$ cat src/rtl/uncache_pkg.sv
// Shared encodings for the uncached data port.
// Latency: n/a (types and constants only).
// Backpressure: n/a.
package uncache_pkg;

  // Access size encodings carried on req_size / bus_size
  localparam logic [1:0] SZ_B = 2'b00;
  localparam logic [1:0] SZ_H = 2'b01;
  localparam logic [1:0] SZ_W = 2'b10;

  // Transaction sequencer states
  typedef enum logic [1:0] {
    S_IDLE = 2'b00,
    S_REQ  = 2'b01,
    S_WAIT = 2'b10,
    S_DONE = 2'b11
  } state_t;

endpackage

$ cat src/rtl/uncache_dport.sv
// Uncached MEM-stage data port: one request at a time onto an SRAM-like bus.
// Latency: accept to resp_valid is 2 cycles minimum (addr_ok and data_ok together), plus bus wait.
// Backpressure: req_ready only in IDLE; stall holds the pipeline; UNCACHE_POSTED_STORE_EN posts stores.
module uncache_dport
  import uncache_pkg::*;
#(
  parameter int ADDR_W = 32,
  parameter int DATA_W = 32
) (
  input  logic              clk,
  input  logic              rst,
  input  logic              req_valid,
  input  logic              req_wen,
  input  logic [1:0]        req_size,
  input  logic [3:0]        req_wstrb,
  input  logic [ADDR_W-1:0] req_paddr,
  input  logic [DATA_W-1:0] req_wdata,
  output logic              req_ready,
  output logic              resp_valid,
  output logic [DATA_W-1:0] resp_rdata,
  output logic              stall,
  output logic              bus_req,
  output logic              bus_wr,
  output logic [1:0]        bus_size,
  output logic [ADDR_W-1:0] bus_addr,
  output logic [3:0]        bus_wstrb,
  output logic [DATA_W-1:0] bus_wdata,
  input  logic              bus_addr_ok,
  input  logic              bus_data_ok,
  input  logic [DATA_W-1:0] bus_rdata
);

  state_t state, state_nxt;

  logic              l_wen;
  logic [1:0]        l_size;
  logic [3:0]        l_wstrb;
  logic [ADDR_W-1:0] l_paddr;
  logic [DATA_W-1:0] l_wdata;
  logic [DATA_W-1:0] rdata_q;

  logic accept;
  logic capture;

  // A request is taken only from IDLE; data completes either together with the
  // address handshake in REQ or later in WAIT. data_ok anywhere else is ignored.
  assign accept  = req_valid && (state == S_IDLE);
  assign capture = ((state == S_REQ) && bus_addr_ok && bus_data_ok) ||
                   ((state == S_WAIT) && bus_data_ok);

`ifdef UNCACHE_POSTED_STORE_EN
  logic post_pulse;
  logic posted_q;

  // Track a posted store: early completion pulse, then silent background finish
  always_ff @(posedge clk or posedge rst) begin
    if (rst) begin
      post_pulse <= 1'b0;
      posted_q   <= 1'b0;
    end else begin
      post_pulse <= accept && req_wen;
      if (accept) begin
        posted_q <= req_wen;
      end else if (state == S_DONE) begin
        posted_q <= 1'b0;
      end
    end
  end
`endif

  // State register
  always_ff @(posedge clk or posedge rst) begin
    if (rst) begin
      state <= S_IDLE;
    end else begin
      state <= state_nxt;
    end
  end

  // Latch request fields on accept; capture load data on completion
  always_ff @(posedge clk or posedge rst) begin
    if (rst) begin
      l_wen   <= 1'b0;
      l_size  <= SZ_B;
      l_wstrb <= '0;
      l_paddr <= '0;
      l_wdata <= '0;
      rdata_q <= '0;
    end else begin
      if (accept) begin
        l_wen   <= req_wen;
        l_size  <= req_size;
        l_wstrb <= req_wstrb;
        l_paddr <= req_paddr;
        l_wdata <= req_wdata;
      end
      if (capture && !l_wen) begin
        rdata_q <= bus_rdata;
      end
    end
  end

  // Next-state and handshake outputs
  always_comb begin
    state_nxt  = state;
    req_ready  = 1'b0;
    resp_valid = 1'b0;
    stall      = 1'b0;
    bus_req    = 1'b0;
    case (state)
      S_IDLE: begin
        req_ready = 1'b1;
        stall     = req_valid;
        if (req_valid) state_nxt = S_REQ;
      end
      S_REQ: begin
        bus_req = 1'b1;
        stall   = 1'b1;
        if (bus_addr_ok) state_nxt = bus_data_ok ? S_DONE : S_WAIT;
      end
      S_WAIT: begin
        stall = 1'b1;
        if (bus_data_ok) state_nxt = S_DONE;
      end
      S_DONE: begin
        resp_valid = 1'b1;
        state_nxt  = S_IDLE;
      end
      default: state_nxt = S_IDLE;
    endcase
`ifdef UNCACHE_POSTED_STORE_EN
    // A posted store already answered the pipeline; only a new request waits
    if (posted_q) begin
      resp_valid = post_pulse;
      if ((state == S_REQ) || (state == S_WAIT)) begin
        stall = req_valid && !post_pulse;
      end
    end
`endif
  end

  assign bus_wr     = l_wen;
  assign bus_size   = l_size;
  assign bus_addr   = l_paddr;
  assign bus_wstrb  = l_wstrb;
  assign bus_wdata  = l_wdata;
  assign resp_rdata = rdata_q;

endmodule

$ cat config.mk
export PLATFORM = sky130hd
export DESIGN_NAME = uncache_dport
export DESIGN_NICKNAME = d
export VERILOG_FILES = /design/src/rtl/uncache_pkg.sv /design/src/rtl/uncache_dport.sv
export SDC_FILE = /design/constraint.sdc
export NUM_CORES = 1
export LEC_CHECK = 0
export BUFFER_PORTS_ARGS = -buffer_cell sky130_fd_sc_hd__buf_2
export CAP_MARGIN = 10
export CORE_MARGIN = 1.5
export CORE_UTILIZATION = 45
export CTS_CLUSTER_DIAMETER = 100
export DETAILED_ROUTE_END_ITERATION = 10
export PLACE_DENSITY = 0.9
export SLEW_MARGIN = 30
export SYNTH_ARGS = -nofsm -noshare
export SYNTH_HDL_FRONTEND = slang
export SYNTH_SLANG_ARGS = --single-unit
$ cat constraint.sdc
create_clock -name clk -period 4.2 [get_ports clk]
set_clock_uncertainty 0.05 [all_clocks]
set_input_delay 0.63 -clock clk [delete_from_list [all_inputs] [get_ports clk]]
set_output_delay 0.63 -clock clk [all_outputs]
set_load 0.005 [all_outputs]
==> impl_metrics.prom, run 1 <==
# TYPE chip_impl_metric gauge
chip_impl_info{name="cp-startpoint",value="state[0]"} 1
chip_impl_metric{name="cap_viol_max_count",unit=""} 0
chip_impl_metric{name="clk_pin_slew",unit="ns"} 0.09
chip_impl_metric{name="power.share.combinational",unit=""} 0.409
chip_impl_metric{name="pwr-share-clk",unit=""} 0.150
chip_impl_metric{name="switching_share",unit=""} 0.3039
chip_impl_metric{name="cts-htree-levels",unit=""} 3
chip_impl_metric{name="ant_nets",unit=""} 0
chip_impl_metric{name="tightest_slew",unit="ns"} 0.6343
chip_impl_metric{name="grt_overflow_total",unit=""} 0
chip_impl_metric{name="syn2layout_area_growth",unit="%"} 33.15
chip_impl_info{name="most_common_cell_after_layout_fill_and_taps_aside",value="sky130_fd_sc_hd__buf_2"} 1
chip_impl_metric{name="p_int",unit="W"} 0.002841
chip_impl_metric{name="final_nets",unit=""} 573
chip_impl_metric{name="power_density",unit="nW/um2"} 739.7
chip_impl_info{name="synth_area_leaders",value="sky130_fd_sc_hd__dfrtp_1 (63%), sky130_fd_sc_hd__mux2_2 (20%), sky130_fd_sc_hd__mux2_4 (11%)"} 1
chip_impl_metric{name="max_clock_freq",unit="GHz"} 0.4597
chip_impl_metric{name="post-route-min-period",unit="ns"} 2.175
chip_impl_metric{name="cts_resized",unit=""} 0
chip_impl_metric{name="floorplan.initialDensity",unit=""} 0.4706
chip_impl_metric{name="ys_seq_elements",unit=""} 105
chip_impl_info{name="synth_area_leader_cell",value="sky130_fd_sc_hd__dfrtp_1"} 1
chip_impl_metric{name="floorplan.die.height",unit="um"} 98.96
chip_impl_metric{name="die_area",unit="um2"} 9793
chip_impl_metric{name="port_buffers",unit=""} 214
chip_impl_metric{name="share_of_the_synthesized_area_in_the_top_cell_type",unit=""} 0.6341
chip_impl_metric{name="setup_tns",unit="ns"} 0
chip_impl_metric{name="detail_route.wl_per_cell",unit="um"} 15.65
chip_impl_info{name="critical_path.endpoint_type",value="output port"} 1
chip_impl_metric{name="fin_util",unit=""} 0.6266
chip_impl_info{name="failed_checks",value="design-rule violations"} 1
chip_impl_metric{name="drt-pass1-iter-count",unit=""} 7
chip_impl_metric{name="dr.first_iter.drc_count",unit=""} 59
chip_impl_metric{name="synthCells",unit=""} 240
chip_impl_metric{name="grt_usage",unit=""} 0.1869
chip_impl_metric{name="grt_pass1_vias",unit=""} 2979
chip_impl_metric{name="syn_area_per_cell",unit="um2"} 17.27
chip_impl_metric{name="antenna_cells",unit=""} 0
chip_impl_metric{name="grt_antenna_before_repair",unit=""} 0
chip_impl_metric{name="relSlewSlack",unit=""} 0.5767
chip_impl_metric{name="syn-num-nets",unit=""} 353
chip_impl_metric{name="ys_seq_area_frac",unit=""} 0.6341
chip_impl_info{name="rr_endpoint",value="bus_wdata[21]"} 1
chip_impl_metric{name="postCtsHoldBufs",unit=""} 0
chip_impl_info{name="run_status",value="finished with violations"} 1
chip_impl_metric{name="num_io_pins",unit=""} 215
chip_impl_metric{name="switching_power",unit="W"} 0.001241
chip_impl_metric{name="cts.repair_timing.setup_buffer_count",unit=""} 0
chip_impl_metric{name="worstSkewPairLatency",unit="ns"} 0.35
chip_impl_metric{name="reg2regPathDepth",unit=""} 5
chip_impl_metric{name="cts_inserted_buffers",unit=""} 9
chip_impl_metric{name="rows",unit=""} 34
chip_impl_metric{name="mappedNetlistArea",unit="um2"} 4144
chip_impl_info{name="critPathKind",value="register to output port"} 1
chip_impl_metric{name="cts.sink_count",unit=""} 105
chip_impl_metric{name="gp_routability_congestion",unit=""} 0.7367
chip_impl_metric{name="critPathArrivalTime",unit="ns"} 1.50
chip_impl_info{name="startpoint_type",value="register"} 1
chip_impl_metric{name="dpl_cell_area",unit="um2"} 5329
chip_impl_metric{name="ir_drop",unit="V"} 0.0003137
chip_impl_info{name="mostFrequentLayoutCells",value="sky130_fd_sc_hd__buf_2 (214), sky130_fd_sc_hd__dfrtp_1 (105), sky130_fd_sc_hd__mux2_2 (74)"} 1
chip_impl_info{name="r2r_start",value="state[0]"} 1
chip_impl_metric{name="area_of_all_placed_cells_without_fillers",unit="um2"} 5518
chip_impl_metric{name="post_layout_nonfiller_instances",unit=""} 573
chip_impl_metric{name="clock_path_buffers",unit=""} 2
chip_impl_metric{name="timing_max_transition_violations_final",unit=""} 0
chip_impl_info{name="cts_tree",value="yes"} 1
chip_impl_metric{name="fraction_of_layout_instances_using_a_drive_strength_above_1",unit=""} 0.7312
chip_impl_metric{name="hpwl",unit="um"} 6693
chip_impl_metric{name="drc",unit=""} 14
chip_impl_metric{name="hold_viol_final",unit=""} 0
chip_impl_metric{name="final.period_utilization",unit=""} 0.5179
chip_impl_info{name="root_buffer",value="sky130_fd_sc_hd__clkbuf_8"} 1
chip_impl_metric{name="p_leak",unit="nW"} 2.833
chip_impl_metric{name="drt_wl_total",unit="um"} 8967
chip_impl_metric{name="r2r_setup_slack",unit="ns"} 2.07
chip_impl_info{name="hold_class",value="input port to async pin"} 1
chip_impl_metric{name="report.final.setup_viol",unit=""} 0
chip_impl_metric{name="crit_fanout",unit=""} 4
chip_impl_metric{name="dp_cells",unit=""} 557
chip_impl_metric{name="crit_required",unit="ns"} 3.52
chip_impl_metric{name="sequentialPowerShare",unit=""} 0.441
chip_impl_metric{name="maximum_number_of_pins_on_one_net_before_global_route_repair",unit=""} 51
chip_impl_metric{name="grt_first_pass_wirelength",unit="um"} 14290
chip_impl_metric{name="via_per_inst",unit=""} 4.841
chip_impl_metric{name="number_of_warning_messages_in_the_yosys_log",unit=""} 0
chip_impl_metric{name="die_w",unit="um"} 98.96
chip_impl_metric{name="placeableCoreArea",unit="um2"} 8806
chip_impl_metric{name="routed-via-count",unit=""} 2774
chip_impl_info{name="rsz0062_at_grt",value="false"} 1
chip_impl_metric{name="distinct_cell_type_count_of_the_synthesized_netlist",unit=""} 17
[area by class of cell]
cell class                      instances  area [um2]
Inverter                                3       13.76
Tap cell                              108       135.1
Timing Repair Buffer                  219        1109
Clock inverter                          4       53.80
Multi-Input combinational cell        122        1444
Sequential cell                       105        2628
Fill cell                             677        3288
Clock buffer                           12       135.1
[cell families (layout without fill, tap and decap cells)]
kind of cell / count (synthesis) / count (layout) / synth area share
adder cells (fa/ha/maj): 5 / 5 / 0.01510
buffers and inverters: 13 / 238 / 0.01932
AO/OA/AOI/OAI: 4 / 4 / 0.007247
flip-flops: 105 / 105 / 0.6341
AND/OR/NAND/NOR: 9 / 9 / 0.01449
multiplexers: 104 / 104 / 0.3098
[worst max-delay path by stage]
stage | to | slack [ns] | cells after the start
after floorplan | bus_addr[0] | 0.76 | 1
after global placement | bus_wdata[19] | 1.77 | 4
after detailed placement | bus_wdata[28] | 2.08 | 5
after CTS | stall | 2.01 | 5
after global routing | stall | 1.89 | 5
final | stall | 2.02 | 5
[cell usage after synthesis]
| library cell | number |
|---|---|
| sky130_fd_sc_hd__a21oi_2 | 1 |
| sky130_fd_sc_hd__a21oi_1 | 1 |
| sky130_fd_sc_hd__buf_6 | 3 |
| sky130_fd_sc_hd__nand2_1 | 1 |
| sky130_fd_sc_hd__nor2_1 | 2 |
| sky130_fd_sc_hd__inv_1 | 3 |
| sky130_fd_sc_hd__nor2b_1 | 3 |
| sky130_fd_sc_hd__dfrtp_1 | 105 |
| sky130_fd_sc_hd__a211oi_1 | 1 |
| sky130_fd_sc_hd__nor3_1 | 1 |
| sky130_fd_sc_hd__mux2_4 | 30 |
| sky130_fd_sc_hd__nor3b_4 | 1 |
| sky130_fd_sc_hd__buf_2 | 7 |
| sky130_fd_sc_hd__a2bb2oi_1 | 1 |
| sky130_fd_sc_hd__mux2_2 | 74 |
| sky130_fd_sc_hd__ha_1 | 5 |
| sky130_fd_sc_hd__nor4_1 | 1 |
[per-layer routing]
| layer | global-route usage | routed length (um) | share of wire |
|---|---|---|---|
| met4 | 0.07033 | 106 | 0.012 |
| met3 | 0.05319 | 653 | 0.073 |
| met2 | 0.3215 | 4642 | 0.52 |
| met1 | 0.2234 | 3565 | 0.40 |
| met5 | 0 | 0 | 0 |
[flip-flops by register name, indices dropped and copies added (netlist names)]
signal and cells:
state 2, resp_rdata 32, bus_wdata 32, bus_wr 1, bus_addr 32, bus_wstrb 4, bus_size 2
[worst max-delay path: stages (launching register included)]
cell and delay, ns:
sky130_fd_sc_hd__dfrtp_1 0.40, sky130_fd_sc_hd__inv_1 0.11, sky130_fd_sc_hd__ha_1 0.33, sky130_fd_sc_hd__a21oi_1 0.13, sky130_fd_sc_hd__nor2_1 0.06, sky130_fd_sc_hd__buf_2 0.12
[power groups by stage]
stage	clock network [W]	registers [W]	logic [W]
6_report	0.000611	0.00180	0.00167
5_1_grt	0.000666	0.00187	0.00182
3_5_place_dp	0	0.00182	0.00169
3_3_place_gp	0	0.00178	0.00163
4_1_cts	0.000627	0.00180	0.00170
2_1_floorplan	0	0.00185	0.000903
[through the flow]
| step | hold slack, ns | setup slack [ns] | power, W |
|---|---|---|---|
| after floorplan | 0.4542 | 0.7595 | 0.002749 |
| after global placement | 0.4340 | 1.769 | 0.003409 |
| after detailed placement | 0.4371 | 2.081 | 0.003508 |
| after CTS | 0.1383 | 2.006 | 0.004131 |
| after global routing | 0.1434 | 1.887 | 0.004355 |
| final | 0.1501 | 2.025 | 0.004082 |
Note: power is estimated with default switching activity, not from simulation.
==> run 2: changes to the inputs <==
Clock period 4.2 ns to 2.13 ns, I/O delays scaled along.
==> run 2 against run 1 <==
- the flow still finishes with violations (design-rule violations)
- cell count grew 0.17%
- wire length increased by 0.31%
- sequential share of layout area down 0.39 points
- die area did not move
- highest routed layer unchanged
==> impl_metrics.prom, run 2 (synthesis gave the netlist of run 1 again) <==
# TYPE chip_impl_metric gauge
chip_impl_metric{name="number_of_stages_on_the_worst_setup_path",unit=""} 6
chip_impl_metric{name="postCtsHoldBufs",unit=""} 1
chip_impl_metric{name="die_w",unit="um"} 98.96
chip_impl_info{name="root_buffer",value="sky130_fd_sc_hd__clkbuf_8"} 1
chip_impl_metric{name="gp_routability_congestion",unit=""} 0.7390
chip_impl_info{name="rr_endpoint",value="resp_rdata[26]"} 1
chip_impl_metric{name="rows",unit=""} 34
chip_impl_metric{name="tightest_slew",unit="ns"} 0.5384
chip_impl_metric{name="grt_use_met2",unit=""} 0.3358
chip_impl_info{name="cts_tree",value="yes"} 1
chip_impl_metric{name="critPathBufInv",unit=""} 2
chip_impl_metric{name="timing.critical_path.slowest_cell_delay",unit="ns"} 0.44
chip_impl_metric{name="grt_usage",unit=""} 0.1841
chip_impl_metric{name="fraction_of_layout_instances_using_a_drive_strength_above_1",unit=""} 0.7339
chip_impl_metric{name="via_per_inst",unit=""} 4.828
chip_impl_metric{name="use_met1",unit=""} 0.2028
chip_impl_info{name="mostFrequentLayoutCells",value="sky130_fd_sc_hd__buf_2 (214), sky130_fd_sc_hd__dfrtp_1 (105), sky130_fd_sc_hd__mux2_2 (74)"} 1
chip_impl_info{name="critical-path-slowest-cell",value="sky130_fd_sc_hd__dfrtp_1"} 1
chip_impl_metric{name="setup_tns",unit="ns"} 0
chip_impl_metric{name="cts_resized",unit=""} 0
chip_impl_metric{name="cap_viol_max_count",unit=""} 0
chip_impl_metric{name="grt_util_met3",unit=""} 0.06738
chip_impl_metric{name="pre_cts_slack",unit="ns"} 0.2430
chip_impl_info{name="cp_top_family",value="flip-flops"} 1
chip_impl_metric{name="maximum_number_of_pins_on_one_net_before_global_route_repair",unit=""} 63
chip_impl_metric{name="switching_power",unit="W"} 0.002479
chip_impl_metric{name="cts.sink_count",unit=""} 105
chip_impl_metric{name="cts-htree-levels",unit=""} 3
chip_impl_info{name="startpoint_type",value="register"} 1
chip_impl_metric{name="cts.repair_timing.setup_buffer_count",unit=""} 0
chip_impl_info{name="critical_path.cell_chain",value="inv_1 > ha_1 > a21oi_2 > nor3b_4 > buf_12 > mux2_2"} 1
chip_impl_metric{name="reg2regPathDepth",unit=""} 6
chip_impl_metric{name="floorplan.initialDensity",unit=""} 0.4706
chip_impl_metric{name="dr.first_iter.drc_count",unit=""} 70
chip_impl_info{name="r2r_start",value="state[1]"} 1
chip_impl_metric{name="crit_fanout",unit=""} 32
chip_impl_metric{name="relSlewSlack",unit=""} 0.6411
chip_impl_info{name="failed_checks",value="design-rule violations"} 1
chip_impl_metric{name="switching_share",unit=""} 0.3094
chip_impl_metric{name="crit_required",unit="ns"} 2.34
chip_impl_info{name="rsz0062_at_grt",value="false"} 1
chip_impl_info{name="gr-max-usage-layer",value="met2"} 1
chip_impl_metric{name="final.hold.worst_slack",unit="ns"} 0.1274
chip_impl_metric{name="power.share.combinational",unit=""} 0.414
chip_impl_metric{name="multi_input_comb_area",unit="um2"} 1439
chip_impl_metric{name="grt_first_pass_wirelength",unit="um"} 14230
chip_impl_metric{name="r2r_setup_slack",unit="ns"} 0.24
chip_impl_metric{name="detail_route.wl_per_cell",unit="um"} 15.67
chip_impl_metric{name="antenna_cells",unit=""} 0
chip_impl_metric{name="drc",unit=""} 13
chip_impl_metric{name="syn2layout_area_growth",unit="%"} 34.24
chip_impl_metric{name="grt_overflow_total",unit=""} 0
chip_impl_info{name="critical_path.endpoint_type",value="register"} 1
chip_impl_metric{name="hold_viol_final",unit=""} 0
chip_impl_metric{name="floorplan.die.height",unit="um"} 98.96
chip_impl_metric{name="max_clock_freq",unit="GHz"} 0.5294
chip_impl_metric{name="final_nets",unit=""} 574
chip_impl_metric{name="port_buffers",unit=""} 214
chip_impl_metric{name="drt_wl_total",unit="um"} 8995
chip_impl_metric{name="drt-pass1-iter-count",unit=""} 7
chip_impl_metric{name="clock_path_buffers",unit=""} 2
chip_impl_metric{name="die_area",unit="um2"} 9793
chip_impl_metric{name="grt_pass1_vias",unit=""} 3021
chip_impl_metric{name="postLayoutSetupSlackWorst",unit="ns"} 0.2410
chip_impl_metric{name="clk_pin_slew",unit="ns"} 0.11
chip_impl_metric{name="cts_inserted_buffers",unit=""} 9
chip_impl_info{name="most_common_cell_after_layout_fill_and_taps_aside",value="sky130_fd_sc_hd__buf_2"} 1
chip_impl_metric{name="power_density",unit="nW/um2"} 1440
chip_impl_metric{name="ant_nets",unit=""} 0
chip_impl_metric{name="ir_drop",unit="V"} 0.0007175
chip_impl_metric{name="placeableCoreArea",unit="um2"} 8806
chip_impl_info{name="timing.hold.worst.start",value="req_paddr[1]"} 1
chip_impl_metric{name="report.final.setup_viol",unit=""} 0
chip_impl_info{name="critical_path_capture_point",value="resp_rdata[26]"} 1
chip_impl_info{name="cp-startpoint",value="state[1]"} 1
chip_impl_info{name="hold_class",value="input port to register"} 1
chip_impl_metric{name="sequentialPowerShare",unit=""} 0.444
chip_impl_info{name="run_status",value="finished with violations"} 1
chip_impl_metric{name="area.sequential",unit="um2"} 2628
chip_impl_metric{name="timing_max_transition_violations_final",unit=""} 0
chip_impl_metric{name="routed-via-count",unit=""} 2771
chip_impl_metric{name="final.period_utilization",unit=""} 0.8869
chip_impl_metric{name="worstSkewPairLatency",unit="ns"} 0.36
chip_impl_metric{name="critPathArrivalTime",unit="ns"} 2.10
chip_impl_info{name="critPathKind",value="register to register"} 1
chip_impl_metric{name="filler_cell_count",unit=""} 677
chip_impl_metric{name="pwr-share-clk",unit=""} 0.142
chip_impl_metric{name="hpwl",unit="um"} 6925
chip_impl_metric{name="grt_antenna_before_repair",unit=""} 0
chip_impl_metric{name="p_leak",unit="nW"} 2.849
chip_impl_metric{name="post-route-min-period",unit="ns"} 1.889
chip_impl_metric{name="p_int",unit="W"} 0.005533
chip_impl_metric{name="num_io_pins",unit=""} 215
run 2: power groups by stage:
| stage | Sequential, W | Clock (W) | Combinational, W |
|---|---|---|---|
| 6_report | 0.00355 | 0.00114 | 0.00332 |
| 5_1_grt | 0.00368 | 0.00124 | 0.00360 |
| 4_1_cts | 0.00357 | 0.00118 | 0.00337 |
| 3_5_place_dp | 0.00359 | 0 | 0.00337 |
| 3_3_place_gp | 0.00353 | 0 | 0.00322 |
| 2_1_floorplan | 0.00364 | 0 | 0.00178 |
run 2: layer usage:
metal | vias to the layer above | share of wire
met1 | 1359 | 0.37
met2 | 126 | 0.53
met4 | 0 | 0.011
met3 | 11 | 0.080
li1 | 1275 | -
met5 | - | 0
run 2: layout make-up:
class,instances,area share
repair buffers,220,0.2101
clock buffers,10,0.02294
inverters,3,0.002699
clock inverters,6,0.008997
flip-flops and latches,105,0.4723
well taps,108,0.02429
multi-input cells,122,0.2587
run 2: how the worst min path moves through the flow:
stage	depth (start not counted)	slack (ns)	end
after floorplan	1	0.42	resp_rdata[0]
after global placement	3	0.38	resp_rdata[26]
after detailed placement	3	0.40	resp_rdata[2]
after CTS	2	0.11	bus_wdata[16]
after global routing	2	0.10	bus_addr[10]
final	2	0.13	bus_addr[1]
run 2: worst reg2reg max path, stage by stage, from the launching register on:
cell and delay, ns:
sky130_fd_sc_hd__dfrtp_1 0.44, sky130_fd_sc_hd__inv_1 0.12, sky130_fd_sc_hd__ha_1 0.24, sky130_fd_sc_hd__a21oi_2 0.09, sky130_fd_sc_hd__nor3b_4 0.22, sky130_fd_sc_hd__buf_12 0.28
sky130_fd_sc_hd__mux2_2 0.37
run 2: stage by stage:
stage | total power [W] | area (um2) | instances | util
after floorplan | 0.005422 | 4148 | 240 | -
after global placement | 0.006748 | 5375 | 557 | 0.6104
after detailed placement | 0.006964 | 5375 | 557 | 0.6104
after CTS | 0.008122 | 5563 | 574 | 0.6317
after global routing | 0.008524 | 5563 | 574 | 0.6317
final | 0.008011 | 5563 | 574 | 0.6317
==> run 3: changes to the inputs <==
Settings changed: RECOVER_POWER set to 25.
==> run 3 against run 2 <==
- the flow still finishes with violations (design-rule violations)
- fmax about the same
- via count barely moved
- clock-buffer cell count stayed put
- critical path depth did not move
- non-clock buffer count unchanged
- utilization is 0.18 points lower
- first-iteration DRC count shrank 4.3%
- wire length decreased by 0.20%
- total power down 0.15%
- sequential share of layout area up 0.14 points
- critical endpoint unchanged
- highest routed layer unchanged
==> impl_metrics.prom, run 3 (synthesis gave the netlist of run 1 again) <==
# TYPE chip_impl_metric gauge
chip_impl_info{name="run_status",value="finished with violations"} 1
chip_impl_info{name="failed_checks",value="design-rule violations"} 1
chip_impl_metric{name="reg2regPathDepth",unit=""} 6
chip_impl_metric{name="hold_depth",unit=""} 2
chip_impl_metric{name="max_clock_freq",unit="GHz"} 0.5291
chip_impl_metric{name="fin_util",unit=""} 0.6299
chip_impl_metric{name="drt_wl_total",unit="um"} 8977
chip_impl_metric{name="grt_usage",unit=""} 0.1841
chip_impl_metric{name="num_io_pins",unit=""} 215
chip_impl_metric{name="cts_resized",unit=""} 0
chip_impl_metric{name="die_w",unit="um"} 98.96
chip_impl_info{name="critical-path-slowest-cell",value="sky130_fd_sc_hd__dfrtp_1"} 1
chip_impl_metric{name="clock_path_buffers",unit=""} 2
chip_impl_info{name="critPathKind",value="register to register"} 1
chip_impl_metric{name="p_leak",unit="nW"} 2.841
chip_impl_metric{name="grt_pass1_vias",unit=""} 3021
chip_impl_metric{name="post-route-min-period",unit="ns"} 1.890
chip_impl_metric{name="post_layout_nonfiller_instances",unit=""} 574
chip_impl_metric{name="drc",unit=""} 13
chip_impl_metric{name="area.sequential",unit="um2"} 2628
chip_impl_metric{name="crit_required",unit="ns"} 2.34
chip_impl_metric{name="hold_viol_final",unit=""} 0
chip_impl_metric{name="grt_first_pass_wirelength",unit="um"} 14230
chip_impl_metric{name="cts.repair_timing.setup_buffer_count",unit=""} 0
chip_impl_metric{name="ant_nets",unit=""} 0
chip_impl_metric{name="setup_tns",unit="ns"} 0
chip_impl_metric{name="power.total",unit="W"} 0.007999
chip_impl_metric{name="cts.sink_count",unit=""} 105
chip_impl_info{name="rsz0062_at_grt",value="false"} 1
chip_impl_metric{name="dp_cells",unit=""} 557
chip_impl_metric{name="number_of_stages_on_the_worst_setup_path",unit=""} 6
chip_impl_metric{name="timing_max_transition_violations_final",unit=""} 0
chip_impl_metric{name="cts_inserted_buffers",unit=""} 9
chip_impl_metric{name="dr.first_iter.drc_count",unit=""} 67
chip_impl_metric{name="report.final.setup_viol",unit=""} 0
chip_impl_info{name="critical_path.endpoint_type",value="register"} 1
chip_impl_metric{name="gp_routability_congestion",unit=""} 0.7390
chip_impl_metric{name="syn2layout_area_growth",unit="%"} 33.85
chip_impl_metric{name="final_nets",unit=""} 574
chip_impl_metric{name="worstSkewPairLatency",unit="ns"} 0.36
chip_impl_metric{name="relSlewSlack",unit=""} 0.3065
chip_impl_metric{name="placeableCoreArea",unit="um2"} 8806
chip_impl_metric{name="power_density",unit="nW/um2"} 1442
chip_impl_info{name="hold_class",value="input port to register"} 1
chip_impl_metric{name="crit_fanout",unit=""} 32
chip_impl_metric{name="cts-htree-levels",unit=""} 3
chip_impl_metric{name="cap_viol_max_count",unit=""} 0
chip_impl_info{name="most_common_cell_after_layout_fill_and_taps_aside",value="sky130_fd_sc_hd__buf_2"} 1
chip_impl_metric{name="floorplan.initialDensity",unit=""} 0.4706
chip_impl_metric{name="detail_route.wl_per_cell",unit="um"} 15.64
chip_impl_metric{name="final.period_utilization",unit=""} 0.8873
chip_impl_metric{name="clk_pin_slew",unit="ns"} 0.10
chip_impl_metric{name="die_area",unit="um2"} 9793
chip_impl_metric{name="grt_antenna_before_repair",unit=""} 0
chip_impl_metric{name="rows",unit=""} 34
chip_impl_info{name="startpoint_type",value="register"} 1
chip_impl_metric{name="routed-via-count",unit=""} 2772
chip_impl_metric{name="hpwl",unit="um"} 6925
chip_impl_metric{name="multi_input_comb_area",unit="um2"} 1439
chip_impl_metric{name="port_buffers",unit=""} 214
chip_impl_metric{name="antenna_cells",unit=""} 0
chip_impl_info{name="critical_path.cell_chain",value="inv_1 > ha_1 > a21oi_2 > nor3b_4 > buf_12 > mux2_2"} 1
chip_impl_info{name="cp_top_family",value="flip-flops"} 1
chip_impl_metric{name="critPathBufInv",unit=""} 2
chip_impl_info{name="mostFrequentLayoutCells",value="sky130_fd_sc_hd__buf_2 (213), sky130_fd_sc_hd__dfrtp_1 (105), sky130_fd_sc_hd__mux2_2 (74)"} 1
chip_impl_metric{name="floorplan.die.height",unit="um"} 98.96
chip_impl_metric{name="filler_cell_count",unit=""} 681
chip_impl_metric{name="ir_drop",unit="V"} 0.0007120
chip_impl_metric{name="fraction_of_layout_instances_using_a_drive_strength_above_1",unit=""} 0.7318
chip_impl_metric{name="critPathArrivalTime",unit="ns"} 2.10
chip_impl_info{name="cts_tree",value="yes"} 1
chip_impl_metric{name="timing.critical_path.slowest_cell_delay",unit="ns"} 0.43
chip_impl_metric{name="grt_overflow_total",unit=""} 0
chip_impl_metric{name="maximum_number_of_pins_on_one_net_before_global_route_repair",unit=""} 63
chip_impl_info{name="root_buffer",value="sky130_fd_sc_hd__clkbuf_8"} 1
chip_impl_metric{name="tightest_slew",unit="ns"} 1.040
chip_impl_metric{name="drt-pass1-iter-count",unit=""} 7
chip_impl_metric{name="via_per_inst",unit=""} 4.829
==> run 3: cell types whose count changed in the layout (fill, tap and decap cells not counted), sizes merged <==
cell	before	now
buf	219	216
clkbuf	10	13
==> run 3: layer usage <==
layer | vias up | global-route usage | routed length [um]
li1 | 1274 | - | -
met4 | 0 | 0.04615 | 102
met3 | 11 | 0.06738 | 723
met1 | 1363 | 0.2028 | 3288
met5 | - | 0 | 0
met2 | 124 | 0.3358 | 4862
==> run 3: worst reg2reg max path, cell delays in order (launching register included) <==
cell,delay (ns)
sky130_fd_sc_hd__dfrtp_1,0.43
sky130_fd_sc_hd__inv_1,0.12
sky130_fd_sc_hd__ha_1,0.24
sky130_fd_sc_hd__a21oi_2,0.09
sky130_fd_sc_hd__nor3b_4,0.22
sky130_fd_sc_hd__buf_12,0.28
sky130_fd_sc_hd__mux2_2,0.37
==> run 3: stage by stage <==
stage | hold slack (ns) | area, um2 | setup slack (ns)
global placement | 0.3824 | 5375 | 0.3416
global route | 0.1034 | 5547 | 0.1298
CTS | 0.1058 | 5563 | 0.2396
detailed placement | 0.3991 | 5375 | 0.2430
finish | 0.1301 | 5547 | 0.2401
floorplan | 0.4175 | 4148 | 0.3654
==> run 3: path summary, 6_finish.rpt <==
check,startpoint,to,slack (ns)
max,state[1],resp_rdata[26],0.24
min,req_paddr[1],bus_addr[1],0.13
max reg2reg,state[1],resp_rdata[26],0.24
min reg2reg,bus_addr[13],bus_addr[13],0.46
max in group asynchronous,rst,bus_wdata[10],0.57
min in group asynchronous,rst,resp_rdata[4],0.77
==> run 3: where the power goes <==
| part | internal (W) | switching (W) |
|---|---|---|
| clock | 0.000443 | 0.000688 |
| combinational | 0.00207 | 0.00125 |
| sequential | 0.00302 | 0.000536 |
==> run 3: layout make-up <==
type,instances,share of cell area
timing repair buffer,220,0.2078
sequential,105,0.4737
tap,108,0.02436
inverter,3,0.002707
clock inverter,6,0.009023
multi-input combinational,122,0.2594
clock buffer,10,0.02301
==> run 3: timing repair <==
item	in CTS	in global routing
endpoints found under the setup margin	0	0
endpoints found under the hold margin	33	0
hold buffers	1	0
